<file path="src/rtl/sata_rx_dword_aligner.sv">
// -----------------------------------------------------------------------------
// sata_rx_dword_aligner
//
// Receive-path stage directly behind the SATA transceiver wrapper. The raw
// 32-bit stream may carry the K28.5 comma in any byte lane; this block picks
// the lane the comma sits in, realigns the stream so that every primitive
// starts in byte lane 0, flags ALIGN primitives and tracks dword sync with a
// LOST / CHECK / LOCKED state machine.
//
// Parameters
//   LOCK_COUNT  aligned ALIGNs needed in CHECK to enter LOCKED      (1..15)
//   ERR_LIMIT   consecutive invalid aligned dwords in LOCKED -> LOST (1..15)
//
// Ports
//   clk           in   1   receive clock (transceiver rx_clock domain)
//   reset         in   1   synchronous, active-high
//   rx_data       in   32  raw dword, byte lane j = rx_data[8j+7:8j]
//   rx_datak      in   4   per-lane K flag
//   out_data      out  32  aligned dword, K28.x byte in [7:0]
//   out_datak     out  4   aligned K flags
//   out_valid     out  1   out_data is a non-ALIGN dword and the FSM is LOCKED
//   out_align     out  1   one-cycle pulse: aligned dword is an ALIGN primitive
//   locked        out  1   FSM in LOCKED
//   lane_offset   out  2   byte lane currently used as dword start
//   lock_loss_cnt out  16  LOCKED->LOST transitions, saturating
//                          (present only when SATA_RX_ALIGN_STAT_EN is defined)
//
// Optional feature macro: SATA_RX_ALIGN_STAT_EN (adds lock_loss_cnt).
//
// Handshake: the output side is valid-only, there is no ready. out_valid is
// asserted for exactly one clk per delivered dword and the consumer must take
// it in that cycle. out_data/out_datak/out_align are updated every cycle
// regardless of out_valid so the link layer can observe the raw aligned flow.
//
// Latency: rx_data -> out_data is 2 clk (one window register, one output
// register).
// -----------------------------------------------------------------------------
module sata_rx_dword_aligner #(
    parameter int unsigned LOCK_COUNT = 4,
    parameter int unsigned ERR_LIMIT  = 4
) (
    input  logic        clk,
    input  logic        reset,
    input  logic [31:0] rx_data,
    input  logic [3:0]  rx_datak,
    output logic [31:0] out_data,
    output logic [3:0]  out_datak,
    output logic        out_valid,
    output logic        out_align,
    output logic        locked,
    output logic [1:0]  lane_offset
`ifdef SATA_RX_ALIGN_STAT_EN
    ,
    output logic [15:0] lock_loss_cnt
`endif
);

    localparam logic [31:0] ALIGN_DATA = 32'h7B4A4ABC;
    localparam logic [3:0]  ALIGN_K    = 4'b0001;
    localparam logic [7:0]  K28_5      = 8'hBC;
    localparam logic [7:0]  K28_3      = 8'h7C;
    localparam logic [3:0]  LOCK_LIM   = 4'(LOCK_COUNT);
    localparam logic [3:0]  ERR_LIM    = 4'(ERR_LIMIT);

    // Sync state. Kept as a named enum register so checkers can bind to it.
    typedef enum logic [1:0] {
        ST_LOST   = 2'd0,
        ST_CHECK  = 2'd1,
        ST_LOCKED = 2'd2
    } state_t;

    state_t      state;

    // Previous raw word: lower half of the 64-bit realignment window.
    logic [31:0] prev_data;
    logic [3:0]  prev_k;

    // Byte lane used as dword start.
    logic [1:0]  off;

    logic [3:0]  align_cnt;
    logic [3:0]  err_cnt;

    // Combinational helpers.
    logic [31:0] aligned_data;
    logic [3:0]  aligned_k;
    logic [3:0]  comma_hit;
    logic        comma_any;
    logic [1:0]  comma_lane;
    logic        is_align;
    logic        is_invalid;
    logic [3:0]  align_inc;
    logic [3:0]  err_inc;
    logic        reload;
    logic        gain_lock;
    logic        lose_sync;
    logic        next_locked;

    assign lane_offset = off;

    // -------------------------------------------------------------------------
    // Realignment window: win = {rx, prev}, aligned word = win[8*off +: 32].
    // Written out per offset so each case is an explicit byte splice.
    // -------------------------------------------------------------------------
    always_comb begin
        aligned_data = prev_data;
        aligned_k    = prev_k;
        case (off)
            2'd0: begin
                aligned_data = prev_data;
                aligned_k    = prev_k;
            end
            2'd1: begin
                aligned_data = {rx_data[7:0], prev_data[31:8]};
                aligned_k    = {rx_datak[0], prev_k[3:1]};
            end
            2'd2: begin
                aligned_data = {rx_data[15:0], prev_data[31:16]};
                aligned_k    = {rx_datak[1:0], prev_k[3:2]};
            end
            default: begin
                aligned_data = {rx_data[23:0], prev_data[31:24]};
                aligned_k    = {rx_datak[2:0], prev_k[3]};
            end
        endcase
    end

    // -------------------------------------------------------------------------
    // Comma detect on the raw (unaligned) word. Lowest lane wins so that a
    // word carrying two commas resolves deterministically.
    // -------------------------------------------------------------------------
    always_comb begin
        for (int j = 0; j < 4; j++) begin
            comma_hit[j] = rx_datak[j] && (rx_data[8*j +: 8] == K28_5);
        end
        comma_any  = |comma_hit;
        comma_lane = 2'd0;
        if (comma_hit[0]) begin
            comma_lane = 2'd0;
        end else if (comma_hit[1]) begin
            comma_lane = 2'd1;
        end else if (comma_hit[2]) begin
            comma_lane = 2'd2;
        end else if (comma_hit[3]) begin
            comma_lane = 2'd3;
        end
    end

    // -------------------------------------------------------------------------
    // Classification of the aligned dword and FSM decision terms.
    // -------------------------------------------------------------------------
    always_comb begin
        is_align = (aligned_data == ALIGN_DATA) && (aligned_k == ALIGN_K);

        // A K flag outside lane 0, or a lane-0 K byte that is neither K28.5
        // nor K28.3, cannot start a legal primitive.
        is_invalid = (aligned_k[3:1] != 3'b000) ||
                     (aligned_k[0] && (aligned_data[7:0] != K28_5) &&
                                      (aligned_data[7:0] != K28_3));

        // Saturating increments.
        align_inc = (align_cnt >= LOCK_LIM) ? align_cnt : align_cnt + 4'd1;
        err_inc   = (err_cnt   >= ERR_LIM)  ? err_cnt   : err_cnt   + 4'd1;

        // In CHECK a comma in a different lane means the current offset is
        // wrong; this takes priority over counting the aligned dword, which
        // was still built with the old offset.
        reload    = (state == ST_CHECK) && comma_any && (comma_lane != off);
        gain_lock = (state == ST_CHECK) && !reload && is_align &&
                    (align_inc >= LOCK_LIM);
        // Reaching the error limit always wins over anything else in LOCKED.
        lose_sync = (state == ST_LOCKED) && is_invalid && (err_inc >= ERR_LIM);

        next_locked = ((state == ST_LOCKED) && !lose_sync) || gain_lock;
    end

    // -------------------------------------------------------------------------
    // FSM, window register and registered outputs.
    // locked and out_valid are both driven from next_locked so that they
    // fall on the same edge when sync is lost.
    // -------------------------------------------------------------------------
    always_ff @(posedge clk) begin
        if (reset) begin
            state     <= ST_LOST;
            prev_data <= 32'd0;
            prev_k    <= 4'd0;
            off       <= 2'd0;
            align_cnt <= 4'd0;
            err_cnt   <= 4'd0;
            out_data  <= 32'd0;
            out_datak <= 4'd0;
            out_valid <= 1'b0;
            out_align <= 1'b0;
            locked    <= 1'b0;
        end else begin
            prev_data <= rx_data;
            prev_k    <= rx_datak;

            out_data  <= aligned_data;
            out_datak <= aligned_k;
            out_align <= is_align;
            out_valid <= next_locked && !is_align;
            locked    <= next_locked;

            case (state)
                ST_LOST: begin
                    if (comma_any) begin
                        off       <= comma_lane;
                        align_cnt <= 4'd0;
                        state     <= ST_CHECK;
                    end
                end

                ST_CHECK: begin
                    if (reload) begin
                        off       <= comma_lane;
                        align_cnt <= 4'd0;
                    end else if (is_align) begin
                        align_cnt <= align_inc;
                        if (gain_lock) begin
                            err_cnt <= 4'd0;
                            state   <= ST_LOCKED;
                        end
                    end
                    // Non-ALIGN dwords leave the count untouched.
                end

                ST_LOCKED: begin
                    // off is frozen while locked.
                    if (is_invalid) begin
                        if (lose_sync) begin
                            err_cnt   <= 4'd0;
                            align_cnt <= 4'd0;
                            state     <= ST_LOST;
                        end else begin
                            err_cnt <= err_inc;
                        end
                    end else begin
                        err_cnt <= 4'd0;
                    end
                end

                default: begin
                    state <= ST_LOST;
                end
            endcase
        end
    end

`ifdef SATA_RX_ALIGN_STAT_EN
    // Count of sync losses, saturating, cleared only by reset.
    always_ff @(posedge clk) begin
        if (reset) begin
            lock_loss_cnt <= 16'd0;
        end else if (lose_sync && (lock_loss_cnt != 16'hFFFF)) begin
            lock_loss_cnt <= lock_loss_cnt + 16'd1;
        end
    end
`endif

endmodule

</file>
<file path="config.mk">
export PLATFORM = sky130hd
export DESIGN_NAME = sata_rx_dword_aligner
export DESIGN_NICKNAME = d
export VERILOG_FILES = /design/src/rtl/sata_rx_dword_aligner.sv
export SDC_FILE = /design/constraint.sdc
export NUM_CORES = 1
export LEC_CHECK = 0
export CAP_MARGIN = 20
export CELL_PAD_IN_SITES_DETAIL_PLACEMENT = 1
export CELL_PAD_IN_SITES_GLOBAL_PLACEMENT = 1
export CORE_UTILIZATION = 42
export CTS_BUF_LIST = sky130_fd_sc_hd__clkbuf_2
export DETAILED_ROUTE_END_ITERATION = 6
export PLACE_DENSITY_LB_ADDON = 0.15
export SYNTH_ARGS = -nofsm -noshare
export SYNTH_HDL_FRONTEND = slang
export SYNTH_SLANG_ARGS = --single-unit
</file>
<file path="constraint.sdc">
create_clock -name clk -period 3.9 [get_ports clk]
set_input_delay 0.78 -clock clk [delete_from_list [all_inputs] [get_ports clk]]
set_output_delay 0.78 -clock clk [all_outputs]
set_load 0.005 [all_outputs]
</file>
==> out/qor.tcl <==
set qor(timing.hold.worst.start) {err_cnt[2]}
set qor(crit_path_end_kind) {register}
set qor(cts_num_sinks) 87
set qor(initial_antenna_violation_count) 0
set qor(wirelength_mm) 10.1
set qor(detailedPlacementHpwl_mm) 7.78
set qor(route.layer.met1.wl_mm) 4.70
set qor(async_flop_share) 0
set qor(core_mm2) 0.00885
set qor(failed_checks) {design-rule violations}
set qor(worst_setup_path_start_kind) {register}
set qor(synthToLayoutAreaGrowth_pct) 25.0
set qor(worstSetupPathType) {reg -> reg}
set qor(postCtsSetupRepairBufs) 0
set qor(via_count) 2924
set qor(layout_min_cycle_time_ps) 3010
set qor(number_of_nets_in_the_finished_design) 443
set qor(relSlewSlack) 0.502
set qor(cp.required_ps) 4350
set qor(timing_hold_violations_final) 0
set qor(fin_hold_ws_ps) 500
set qor(ios) 79
set qor(die_h_um) 98.3
set qor(drt_iter0_drc) 167
set qor(ff_to_ff_start) {lane_offset[0]}
set qor(grt_pass1_vias) 3101
set qor(power_density_mw_per_mm2) 329
set qor(maximum_number_of_pins_on_one_net_before_global_route_repair) 52
set qor(result_of_the_run) {finished with violations}
set qor(synth.distinct_cells) 54
set qor(finish.utilization) 0.551
set qor(clock-root-buffer) {clkbuf_2}
set qor(worst_hold_path.endpoint) {err_cnt[2]}
set qor(hold_depth) 1
set qor(die_area_mm2) 0.00967
set qor(detail_route.drc_violations) 5
set qor(critical_path_arrival_ps) 3460
set qor(critPathBufInv) 0
set qor(post-synth-top-count-cell) {dfxtp_1}
set qor(final_min_period_over_clock_period) 0.772
set qor(row_count) 34
set qor(finalClockSkew_ps) 26.2
set qor(cts_resized) 0
set qor(met2WireLength_mm) 4.70
set qor(r2r_slack_ps) 890
set qor(setup-violations-final) 0
set qor(htree_levels) 3
set qor(tns_ps) 0
set qor(max-vdd-ir-drop_uv) 130
set qor(cp_max_fo) 16
set qor(floorplan.initialDensity) 0.441
set qor(port_buffers) 78
set qor(number_of_buffers_inserted_during_clock_tree_synthesis) 9
set qor(post_synth_main_area_contributors) {dfxtp_1 45%, mux4_2 18%, nor2b_1 6.6%, and2_1 5.1%, mux2i_1 1.5%}
set qor(ys_top_cells_by_count) {87 x dfxtp_1, 41 x nor2b_1, 32 x and2_1}
set qor(yosysWarnings) 0
set qor(synth-edff-count) 0
set qor(clk_pin_slew_worst_paths_ps) 260
set qor(insertedDiodeCount) 0
set qor(grt.total_usage) 0.226
set qor(wl_met3_um) 513
set qor(drtAntennaViolNets) 0
set qor(max_clock_freq_mhz) 332
set qor(post_cts_hold_buffer_count) 0
set qor(rr_worst_depth) 6
set qor(postSynthNetCount) 368
set qor(reg2reg_to) {align_cnt[0]}
set qor(clk_path_buf_depth) 2
set qor(synthCells) 328
set qor(critical-path-max-stage-delay_ps) 640
set qor(placedCellCount) 500
set qor(drive_gt1_frac) 0.172
set qor(critical_path.startpoint) {lane_offset[0]}
set qor(grt_remaining_overflow) 0
set qor(place_ws_ps) 388
set qor(highest_layer) {met4}
set qor(gpl.final_weighted_congestion) 0.838
set qor(route.detailed.wl_per_inst_um) 19.6
set qor(timing.max_cap.violations) 0
set qor(final-instance-count-excl-fill) 516
set qor(final.setup.worst_slack_ps) 890
set qor(synthesis.area_per_instance_um2) 11.9
set qor(drt_first_pass_iters) 7
set qor(hold_path.class) {reg -> reg}
set qor(dominant_register_cell_in_the_synthesized_netlist) {dfxtp_1}
set qor(slowest_stage) {dfxtp_2}
set qor(seq_area_frac_synth) 0.447
set qor(cts_tree) {done}
set qor(static_leakage_power_nw) 1.74
set qor(rsz_0062_raised_after_global_routing) {no}
set qor(die_width_um) 98.3
set qor(critPathTopFamily) {simple AND/OR/NAND/NOR gates}
set qor(synth_top_area_share) 0.447
set qor(worst_pin_slew_ps) 746
set qor(grt_first_pass_wirelength_mm) 16.7
set qor(route.detailed.vias_per_inst) 5.67
set qor(syn_area_mm2) 0.00390
set qor(library_cell_with_the_largest_summed_area_after_synthesis) {dfxtp_1}
set qor(crit_path_cell_trace) {mux4_2 > or4_4 > nor4_4 > nand4b_2 > o311ai_0 > a31oi_1}
set qor(yosys_register_bits) 87
set qor(final_max_slew_viol_count) 0
set qor(clk_latency_ps) 550
[where the power goes]
| part | switching [W] | internal [W] |
|---|---|---|
| logic | 0.0000758 | 0.000106 |
| registers | 0.0000174 | 0.000926 |
| clock network | 0.000328 | 0.000149 |
| total | 0.000421 | 0.00118 |
[cell usage in the layout, fill, tap and decap left out, types with 6 or more instances in the layout]
cell type	instances
mux2i_1	6
clkdlybuf4s50_1	77
a211oi_1	8
nand2_1	6
nand3_1	6
dfxtp_1	85
nor2_1	7
and2_1	32
clkbuf_2	9
nor2b_1	41
mux4_2	31
[flip-flops by register name, summed over array words and instances, names as in the netlist, 2 cells and up]
register,count
state,2
align_cnt,4
err_cnt,4
out_data,32
lane_offset,2
prev_k,4
prev_data,32
out_datak,4
[kinds of logic after synthesis]
family,Yosys count,synth area share
buffers and inverters,22,0.0273
AO/OA/AOI/OAI,33,0.0687
multiplexers,40,0.207
XOR/XNOR,1,0.00225
flip-flops,87,0.447
adder cells (fa/ha/maj),2,0.00642
AND/OR/NAND/NOR,143,0.242
[per-layer routing]
metal	vias to the layer above	global-route usage
met1	1436	0.312
met3	16	0.0336
met5	-	0
met2	106	0.365
met4	0	0.0746
li1	1366	-
[stage by stage]
stage,cell area [um^2],total power [W]
2_1_floorplan,3900,0.00103
3_3_place_gp,4750,0.00114
3_5_place_dp,4750,0.00114
4_1_cts,4870,0.00161
5_1_grt,4870,0.00166
6_report,4870,0.00160
[worst register-to-register path, stage by stage, from the launching register on]
cell	delay, ps
dfxtp_2	640
mux4_2	650
or4_4	580
nor4_4	370
nand4b_2	190
o311ai_0	380
a31oi_1	140
[how the worst max path moves through the flow]
stage / slack [ps] / end / cells after the start
2_1_floorplan: 1050 / err_cnt[1] / 6
3_3_place_gp: 430 / err_cnt[1] / 7
3_5_place_dp: 390 / err_cnt[1] / 7
4_1_cts: 870 / err_cnt[1] / 6
5_1_grt: 610 / align_cnt[0] / 6
6_report: 890 / align_cnt[0] / 6
[layout make-up]
type,instances,area (um^2)
timing repair buffer,83,813
fill,943,3980
clock buffer,9,45.0
multi-input combinational,219,2050
inverter,3,11.3
clock inverter,7,72.6
sequential,87,1740
tap,108,135
(Power assumes the default switching activity.)
